### config.mk
export PLATFORM = sky130hd
export DESIGN_NAME = turf_udp_port_switch
export DESIGN_NICKNAME = d
export VERILOG_FILES = /design/src/rtl/turf_udp_pkg.sv /design/src/rtl/turf_rr_arbiter.sv /design/src/rtl/turf_udp_port_switch.sv
export SDC_FILE = /design/constraint.sdc
export NUM_CORES = 1
export LEC_CHECK = 0
export CELL_PAD_IN_SITES_DETAIL_PLACEMENT = 2
export CELL_PAD_IN_SITES_GLOBAL_PLACEMENT = 2
export CORE_AREA = 2 2 572 574
export CTS_BUF_LIST = sky130_fd_sc_hd__clkbuf_4 sky130_fd_sc_hd__clkbuf_8 sky130_fd_sc_hd__clkbuf_16
export DETAILED_ROUTE_END_ITERATION = 7
export DIE_AREA = 0 0 574 576
export PLACE_DENSITY_LB_ADDON = 0.1
export SYNTH_ARGS = -nofsm -noshare
export SYNTH_HDL_FRONTEND = slang
export SYNTH_HIERARCHICAL = 1
export SYNTH_SLANG_ARGS = --single-unit
export TNS_END_PERCENT = 30
### constraint.sdc
create_clock -name clk -period 6.45 [get_ports clk]
set_input_delay 0.9675 -clock clk [delete_from_list [all_inputs] [get_ports clk]]
set_output_delay 0.9675 -clock clk [all_outputs]
set_load 0.05 [all_outputs]
### src/rtl/turf_udp_pkg.sv
// turf_udp_pkg: shared state encodings, header field offsets and port lookup for the TURF UDP switch.
package turf_udp_pkg;

    typedef enum logic [1:0] {R_IDLE, R_HDR, R_DATA, R_DROP} rx_state_t;
    typedef enum logic [1:0] {T_IDLE, T_HDR, T_DATA} tx_state_t;

    localparam int IP_LSB   = 32;
    localparam int PORT_LSB = 16;
    localparam int LEN_LSB  = 0;

    typedef struct packed {
        logic       hit;
        logic [3:0] idx;
    } port_match_t;

    // Scans downward so the lowest matching index is the one that sticks.
    function automatic port_match_t port_lookup(input logic [255:0] list, input int n,
                                                input logic [15:0] port);
        port_match_t m;
        m = '0;
        for (int k = 15; k >= 0; k--) begin
            if (k < n && list[16*k +: 16] == port) begin
                m.hit = 1'b1;
                m.idx = 4'(k);
            end
        end
        return m;
    endfunction

endpackage

### src/rtl/turf_rr_arbiter.sv
// turf_rr_arbiter: N-way round-robin grant, searching upward from the channel after last_grant.
module turf_rr_arbiter #(
    parameter int N = 4,
    localparam int IW = N > 1 ? $clog2(N) : 1
) (
    input  logic          clk,
    input  logic          rst_n,
    input  logic [N-1:0]  req,
    input  logic          update,
    input  logic [IW-1:0] update_idx,
    output logic          gnt_valid,
    output logic [IW-1:0] gnt_idx
);

    logic [IW-1:0] last_grant;

    always_ff @(posedge clk) begin
        if (!rst_n)
            last_grant <= IW'(N - 1);
        else if (update)
            last_grant <= update_idx;
    end

    // Wrap region first, then the region above last_grant overrides it.
    always_comb begin
        gnt_valid = 1'b0;
        gnt_idx   = last_grant;
        for (int j = N - 1; j >= 0; j--) begin
            if (req[j] && IW'(j) <= last_grant) begin
                gnt_valid = 1'b1;
                gnt_idx   = IW'(j);
            end
        end
        for (int j = N - 1; j >= 0; j--) begin
            if (req[j] && IW'(j) > last_grant) begin
                gnt_valid = 1'b1;
                gnt_idx   = IW'(j);
            end
        end
    end

endmodule

### src/rtl/turf_udp_port_switch.sv
// turf_udp_port_switch: demuxes RX UDP packets by destination port and round-robins
// TX channels onto the core, each direction packet-atomic.
module turf_udp_port_switch
    import turf_udp_pkg::*;
#(
    parameter int NUM_PORTS = 4,
    parameter logic [NUM_PORTS*16-1:0] PORT_LIST = {16'd21603, 16'd21602, 16'd21601, 16'd21600}
) (
    input  logic                   clk,
    input  logic                   rst_n,
    input  logic [63:0]            s_rxhdr_tdata,
    input  logic                   s_rxhdr_tvalid,
    output logic                   s_rxhdr_tready,
    input  logic [15:0]            s_rxhdr_tdest,
    input  logic [63:0]            s_rxdata_tdata,
    input  logic [7:0]             s_rxdata_tkeep,
    input  logic                   s_rxdata_tlast,
    input  logic                   s_rxdata_tvalid,
    output logic                   s_rxdata_tready,
    output logic [NUM_PORTS*64-1:0] m_rxhdr_tdata,
    output logic [NUM_PORTS-1:0]   m_rxhdr_tvalid,
    input  logic [NUM_PORTS-1:0]   m_rxhdr_tready,
    output logic [NUM_PORTS*64-1:0] m_rxdata_tdata,
    output logic [NUM_PORTS*8-1:0] m_rxdata_tkeep,
    output logic [NUM_PORTS-1:0]   m_rxdata_tlast,
    output logic [NUM_PORTS-1:0]   m_rxdata_tvalid,
    input  logic [NUM_PORTS-1:0]   m_rxdata_tready,
    input  logic [NUM_PORTS*64-1:0] s_txhdr_tdata,
    input  logic [NUM_PORTS-1:0]   s_txhdr_tvalid,
    output logic [NUM_PORTS-1:0]   s_txhdr_tready,
    input  logic [NUM_PORTS*64-1:0] s_txdata_tdata,
    input  logic [NUM_PORTS*8-1:0] s_txdata_tkeep,
    input  logic [NUM_PORTS-1:0]   s_txdata_tlast,
    input  logic [NUM_PORTS-1:0]   s_txdata_tvalid,
    output logic [NUM_PORTS-1:0]   s_txdata_tready,
    output logic [63:0]            m_txhdr_tdata,
    output logic                   m_txhdr_tvalid,
    input  logic                   m_txhdr_tready,
    output logic [15:0]            m_txhdr_tuser,
    output logic [63:0]            m_txdata_tdata,
    output logic [7:0]             m_txdata_tkeep,
    output logic                   m_txdata_tlast,
    output logic                   m_txdata_tvalid,
    input  logic                   m_txdata_tready,
    output logic [31:0]            rx_drop_count
);

    localparam int IW = NUM_PORTS > 1 ? $clog2(NUM_PORTS) : 1;

    rx_state_t     rx_state;
    logic [63:0]   rx_hdr;
    logic [IW-1:0] rx_idx;
    port_match_t   rx_match;

    assign rx_match = port_lookup(256'(PORT_LIST), NUM_PORTS, s_rxhdr_tdest);

    always_ff @(posedge clk) begin
        if (!rst_n) begin
            rx_state      <= R_IDLE;
            rx_hdr        <= '0;
            rx_idx        <= '0;
            rx_drop_count <= '0;
        end else begin
            case (rx_state)
                R_IDLE: if (s_rxhdr_tvalid) begin
                    rx_hdr   <= s_rxhdr_tdata;
                    rx_idx   <= IW'(rx_match.idx);
                    rx_state <= rx_match.hit ? R_HDR : R_DROP;
                    if (!rx_match.hit && rx_drop_count != '1)
                        rx_drop_count <= rx_drop_count + 32'd1;
                end
                R_HDR: if (m_rxhdr_tready[rx_idx]) rx_state <= R_DATA;
                R_DATA, R_DROP: if (s_rxdata_tvalid && s_rxdata_tready && s_rxdata_tlast) rx_state <= R_IDLE;
                default: rx_state <= R_IDLE;
            endcase
        end
    end

    // Header ready is held low while in reset so nothing looks accepted.
    assign s_rxhdr_tready  = rst_n && rx_state == R_IDLE;
    assign s_rxdata_tready = rx_state == R_DROP || (rx_state == R_DATA && m_rxdata_tready[rx_idx]);
    assign m_rxhdr_tdata   = {NUM_PORTS{rx_hdr}};

    tx_state_t     tx_state;
    logic [IW-1:0] tx_grant;
    logic [IW-1:0] arb_idx;
    logic          arb_valid;
    logic          tx_done;
    logic [63:0]   tx_hdr;
    logic [15:0]   tx_sport;

    assign tx_done = tx_state == T_DATA && m_txdata_tvalid && m_txdata_tready && m_txdata_tlast;

    turf_rr_arbiter #(.N(NUM_PORTS)) u_arb (
        .clk        (clk),
        .rst_n      (rst_n),
        .req        (s_txhdr_tvalid),
        .update     (tx_done),
        .update_idx (tx_grant),
        .gnt_valid  (arb_valid),
        .gnt_idx    (arb_idx)
    );

    always_ff @(posedge clk) begin
        if (!rst_n) begin
            tx_state <= T_IDLE;
            tx_grant <= '0;
            tx_hdr   <= '0;
            tx_sport <= '0;
        end else begin
            case (tx_state)
                T_IDLE: if (arb_valid) begin
                    tx_grant <= arb_idx;
                    tx_hdr   <= s_txhdr_tdata[arb_idx*64 +: 64];
                    tx_sport <= PORT_LIST[arb_idx*16 +: 16];
                    tx_state <= T_HDR;
                end
                T_HDR: if (m_txhdr_tready) tx_state <= T_DATA;
                T_DATA: if (tx_done) tx_state <= T_IDLE;
                default: tx_state <= T_IDLE;
            endcase
        end
    end

    assign m_txhdr_tvalid  = tx_state == T_HDR;
    assign m_txhdr_tdata   = tx_hdr;
    assign m_txhdr_tuser   = tx_sport;
    assign m_txdata_tvalid = tx_state == T_DATA && s_txdata_tvalid[tx_grant];
    assign m_txdata_tlast  = tx_state == T_DATA && s_txdata_tlast[tx_grant];
    assign m_txdata_tdata  = tx_state == T_DATA ? s_txdata_tdata[tx_grant*64 +: 64] : '0;
    assign m_txdata_tkeep  = tx_state == T_DATA ? s_txdata_tkeep[tx_grant*8 +: 8] : '0;

    for (genvar k = 0; k < NUM_PORTS; k++) begin : g_ch
        logic rx_sel;
        assign rx_sel                      = rx_state == R_DATA && rx_idx == IW'(k);
        assign m_rxhdr_tvalid[k]           = rx_state == R_HDR && rx_idx == IW'(k);
        assign m_rxdata_tvalid[k]          = rx_sel && s_rxdata_tvalid;
        assign m_rxdata_tlast[k]           = rx_sel && s_rxdata_tlast;
        assign m_rxdata_tdata[64*k +: 64]  = rx_sel ? s_rxdata_tdata : '0;
        assign m_rxdata_tkeep[8*k +: 8]    = rx_sel ? s_rxdata_tkeep : '0;
        assign s_txhdr_tready[k]           = rst_n && tx_state == T_IDLE && arb_valid && arb_idx == IW'(k);
        assign s_txdata_tready[k]          = tx_state == T_DATA && tx_grant == IW'(k) && m_txdata_tready;
    end

endmodule

==> flow_metrics.env <==
export IMPL_track_usage_pct=10.27
export IMPL_coreArea_um2=325300
export IMPL_met2_length_mm=91.20
export IMPL_grt_pass1_wl_mm=222.9
export IMPL_worst_pin_slew_ns=1.025
export IMPL_utilization_pct=10.22
export IMPL_start_util_pct=4.306
export IMPL_portBuffers=1466
export IMPL_outcome="complete, no violations"
export IMPL_final_area_um2=33240
export IMPL_cap_viol_max_count=0
export IMPL_gr_total_overflow=0
export IMPL_synth_edf_count=0
export IMPL_synth_avg_cell_area_um2=8.453
export IMPL_startpoint_type="input port"
export IMPL_worstPathArrival_ns=3.97
export IMPL_grt_pass1_vias=19820
export IMPL_crit_path_max_incr_delay_ns=0.93
export IMPL_p_leak_nw=10.07
export IMPL_cts_hold_buffers_added=0
export IMPL_layout_common_cells="clkdlybuf4s50_1, and2_1, nand2_1"
export IMPL_fp_dieW_um=574
export IMPL_postCtsSetupBuffers=0
export IMPL_highest_layer="met5"
export IMPL_r2r_slack_ns=3.26
export IMPL_met1_length_mm=63.05
export IMPL_antenna_found_initial=132
export IMPL_cp_cell_sequence="clkdlybuf4s50_1 -> inv_1 -> o22ai_1 -> a221o_4 -> inv_1 -> nor3_1 -> clkdlybuf4s50_1"
export IMPL_hpwl_mm=151.9
export IMPL_clockRootBuffer="clkbuf_16"
export IMPL_crit_cells=7
export IMPL_avgRoutedWirePerCell_um=24.36
export IMPL_post_route_period_util_pct=76.55
export IMPL_cp_buffers_inverters=4
export IMPL_cts_made_buffers=25
export IMPL_r2r_end="m_txhdr_tdata[24]$_SDFFE_PN0P_"
export IMPL_cts_htree_levels=4
export IMPL_hold_violations=0
export IMPL_clk_latency_ns=0.58
export IMPL_cpMaxStageDelayCell="clkdlybuf4s50_1"
export IMPL_rr_worst_depth=7
export IMPL_totalWireLength_mm=176.1
export IMPL_end_kind="output pin"
export IMPL_drtAntennaViolNets=0
export IMPL_gp_congestion=0.7732
export IMPL_tns_ns=0
export IMPL_route_detailed_drc=0
export IMPL_netlist_area_um2=14010
export IMPL_rsz0062_at_grt="no"
export IMPL_dieArea_um2=330600
export IMPL_drt_pre_antenna_iters=4
export IMPL_synth_async_reset_ratio_pct=0
export IMPL_std_cell_rows=210
export IMPL_cts_sinks=171
export IMPL_first_iter_violations=556
export IMPL_grt_max_degree=68
export IMPL_ys_top_cells_by_area="dfxtp_1, mux4_2, and2_1"
export IMPL_min_period_ns=4.938
export IMPL_ys_ff_latch=171
export IMPL_clock_skew_ns=0.03238
export IMPL_yosysTopAreaCell="dfxtp_1"
export IMPL_r2r_start="u_arb/last_grant[0]$_SDFFE_PN1P_"
export IMPL_crit_end="s_txhdr_tready[1]"
export IMPL_num_fill_cells=38230
export IMPL_setup_viol=0
export IMPL_slew_headroom_pct=31.16
export IMPL_critPathLaunch="s_txhdr_tvalid[3]"
export IMPL_clock_path_buffers=3
export IMPL_synth_warnings=6
export IMPL_hp_class="reg2reg"
export IMPL_ctsResizeCount=0
export IMPL_cts_tree="built"
export IMPL_via_per_inst=2.477
export IMPL_syn_inst=1657
export IMPL_ys_types=48
export IMPL_layout_nets=3572
export IMPL_pwr_density_cell_nw_per_um2=154.0
export IMPL_path_clk_slew_ns=0.05
export IMPL_die_h_um=576
export IMPL_placed_area_um2=32440
export IMPL_synth_top_area_share_pct=24.44
export IMPL_vdd_drop_max_uv=104.3
export IMPL_worstSetupPathType="in2out"
export IMPL_drive_gt1_share_pct=7.606
export IMPL_synth_seq_area_share_pct=24.44
export IMPL_met3_wirelength_mm=18.67
export IMPL_crit_family="buffers and inverters"
export IMPL_final_common_cell="clkdlybuf4s50_1"
export IMPL_timing_fmax_mhz=202.5
export IMPL_synth_top_flop_cell="dfxtp_1"
export IMPL_cp_max_fo=33
export IMPL_area_growth_syn_to_layout_pct=137.3
export IMPL_worstPathRequired_ns=5.48
export IMPL_vias=17900
export IMPL_ioPinCount=1476
export IMPL_maxSlewViolCount=0
==> how the worst min path moves through the flow <==
stage / start / endpoint / slack [ns] / cells past startpoint
2_1_floorplan: tx_state[1]$_SDFFE_PN0P_ / tx_state[0]$_SDFFE_PN0P_ / 0.48 / 1
3_3_place_gp: m_txhdr_tdata[26]$_SDFFE_PN0P_ / m_txhdr_tdata[26]$_SDFFE_PN0P_ / 0.44 / 2
3_5_place_dp: m_txhdr_tdata[55]$_SDFFE_PN0P_ / m_txhdr_tdata[55]$_SDFFE_PN0P_ / 0.45 / 2
4_1_cts: m_txhdr_tdata[55]$_SDFFE_PN0P_ / m_txhdr_tdata[55]$_SDFFE_PN0P_ / 0.46 / 2
5_1_grt: m_txhdr_tdata[55]$_SDFFE_PN0P_ / m_txhdr_tdata[55]$_SDFFE_PN0P_ / 0.47 / 2
6_report: m_txhdr_tdata[55]$_SDFFE_PN0P_ / m_txhdr_tdata[55]$_SDFFE_PN0P_ / 0.46 / 2
==> tightest hold or removal path: cells and delay by family (launching register included) <==
family / cells / cell delay (ns)
and+or+nand+nor: 1 / 0.05
DFF: 1 / 0.31
AOI/OAI and AO/OA: 1 / 0.05
==> logic make-up after synthesis <==
kind of cell	after synthesis	share of synthesized area, %
AO/OA/AOI/OAI	207	8.039
adder cells (fa/ha/maj)	1	0.08931
flip-flops	171	24.44
multiplexers	145	22.87
XOR/XNOR	1	0.06254
AND/OR/NAND/NOR	786	29.67
buffers and inverters	345	14.81
other	1	0.02677
==> flip-flops by register name, summed over array words and instances, names as in the netlist <==
name              flops
m_txhdr_tuser         2
rx_hdr               64
rx_state              2
rx_idx                2
tx_state              2
m_txhdr_tdata        64
rx_drop_count        32
u_arb/last_grant      2
tx_grant              1
==> power by group <==
part / internal (mW) / total [mW] / switching, mW
sequential: 1.13 / 1.25 / 0.112
clock: 0.798 / 1.45 / 0.651
combinational: 0.996 / 2.42 / 1.42
==> cells in the mapped netlist, types with 7 or more instances <==
master,n
and2_1,372
nor2_1,29
nor3_1,7
nand2b_1,9
o21ai_0,13
buf_1,17
o31ai_1,16
a21oi_1,161
buf_4,206
clkbuf_1,107
mux4_2,140
nand4_1,11
inv_1,9
dfxtp_1,171
or4_1,14
nand3_1,18
nand2_1,288
or3_1,11
==> stage by stage <==
stage	hold slack [ns]	total power [mW]	setup WS (ns)	instances
6_report	0.4573	5.117	1.512	7228
5_1_grt	0.4692	5.449	1.258	7200
4_1_cts	0.4609	5.383	1.349	7199
3_5_place_dp	0.4519	3.788	1.436	7167
3_3_place_gp	0.4433	3.793	1.431	7167
2_1_floorplan	0.4817	2.582	2.352	1665
==> area by class of cell <==
type | instances | area, µm² | area share [%]
flip-flops and latches | 171 | 3431 | 10.32
diodes | 29 | 72.57 | 0.2183
clock inverters | 4 | 72.57 | 0.2183
multi-input cells | 1149 | 8611 | 25.91
inverters | 10 | 45.04 | 0.1355
well taps | 4346 | 5438 | 16.36
clock buffers | 28 | 654.4 | 1.969
repair buffers | 1491 | 14910 | 44.87
==> layer usage <==
layer | global-route usage, % | vias to the layer above
met5 | 0 | -
met4 | 1.388 | 62
met3 | 4.886 | 222
met2 | 19.31 | 989
met1 | 10.39 | 8766
li1 | - | 7864
Power figures use the tool's default switching activity.
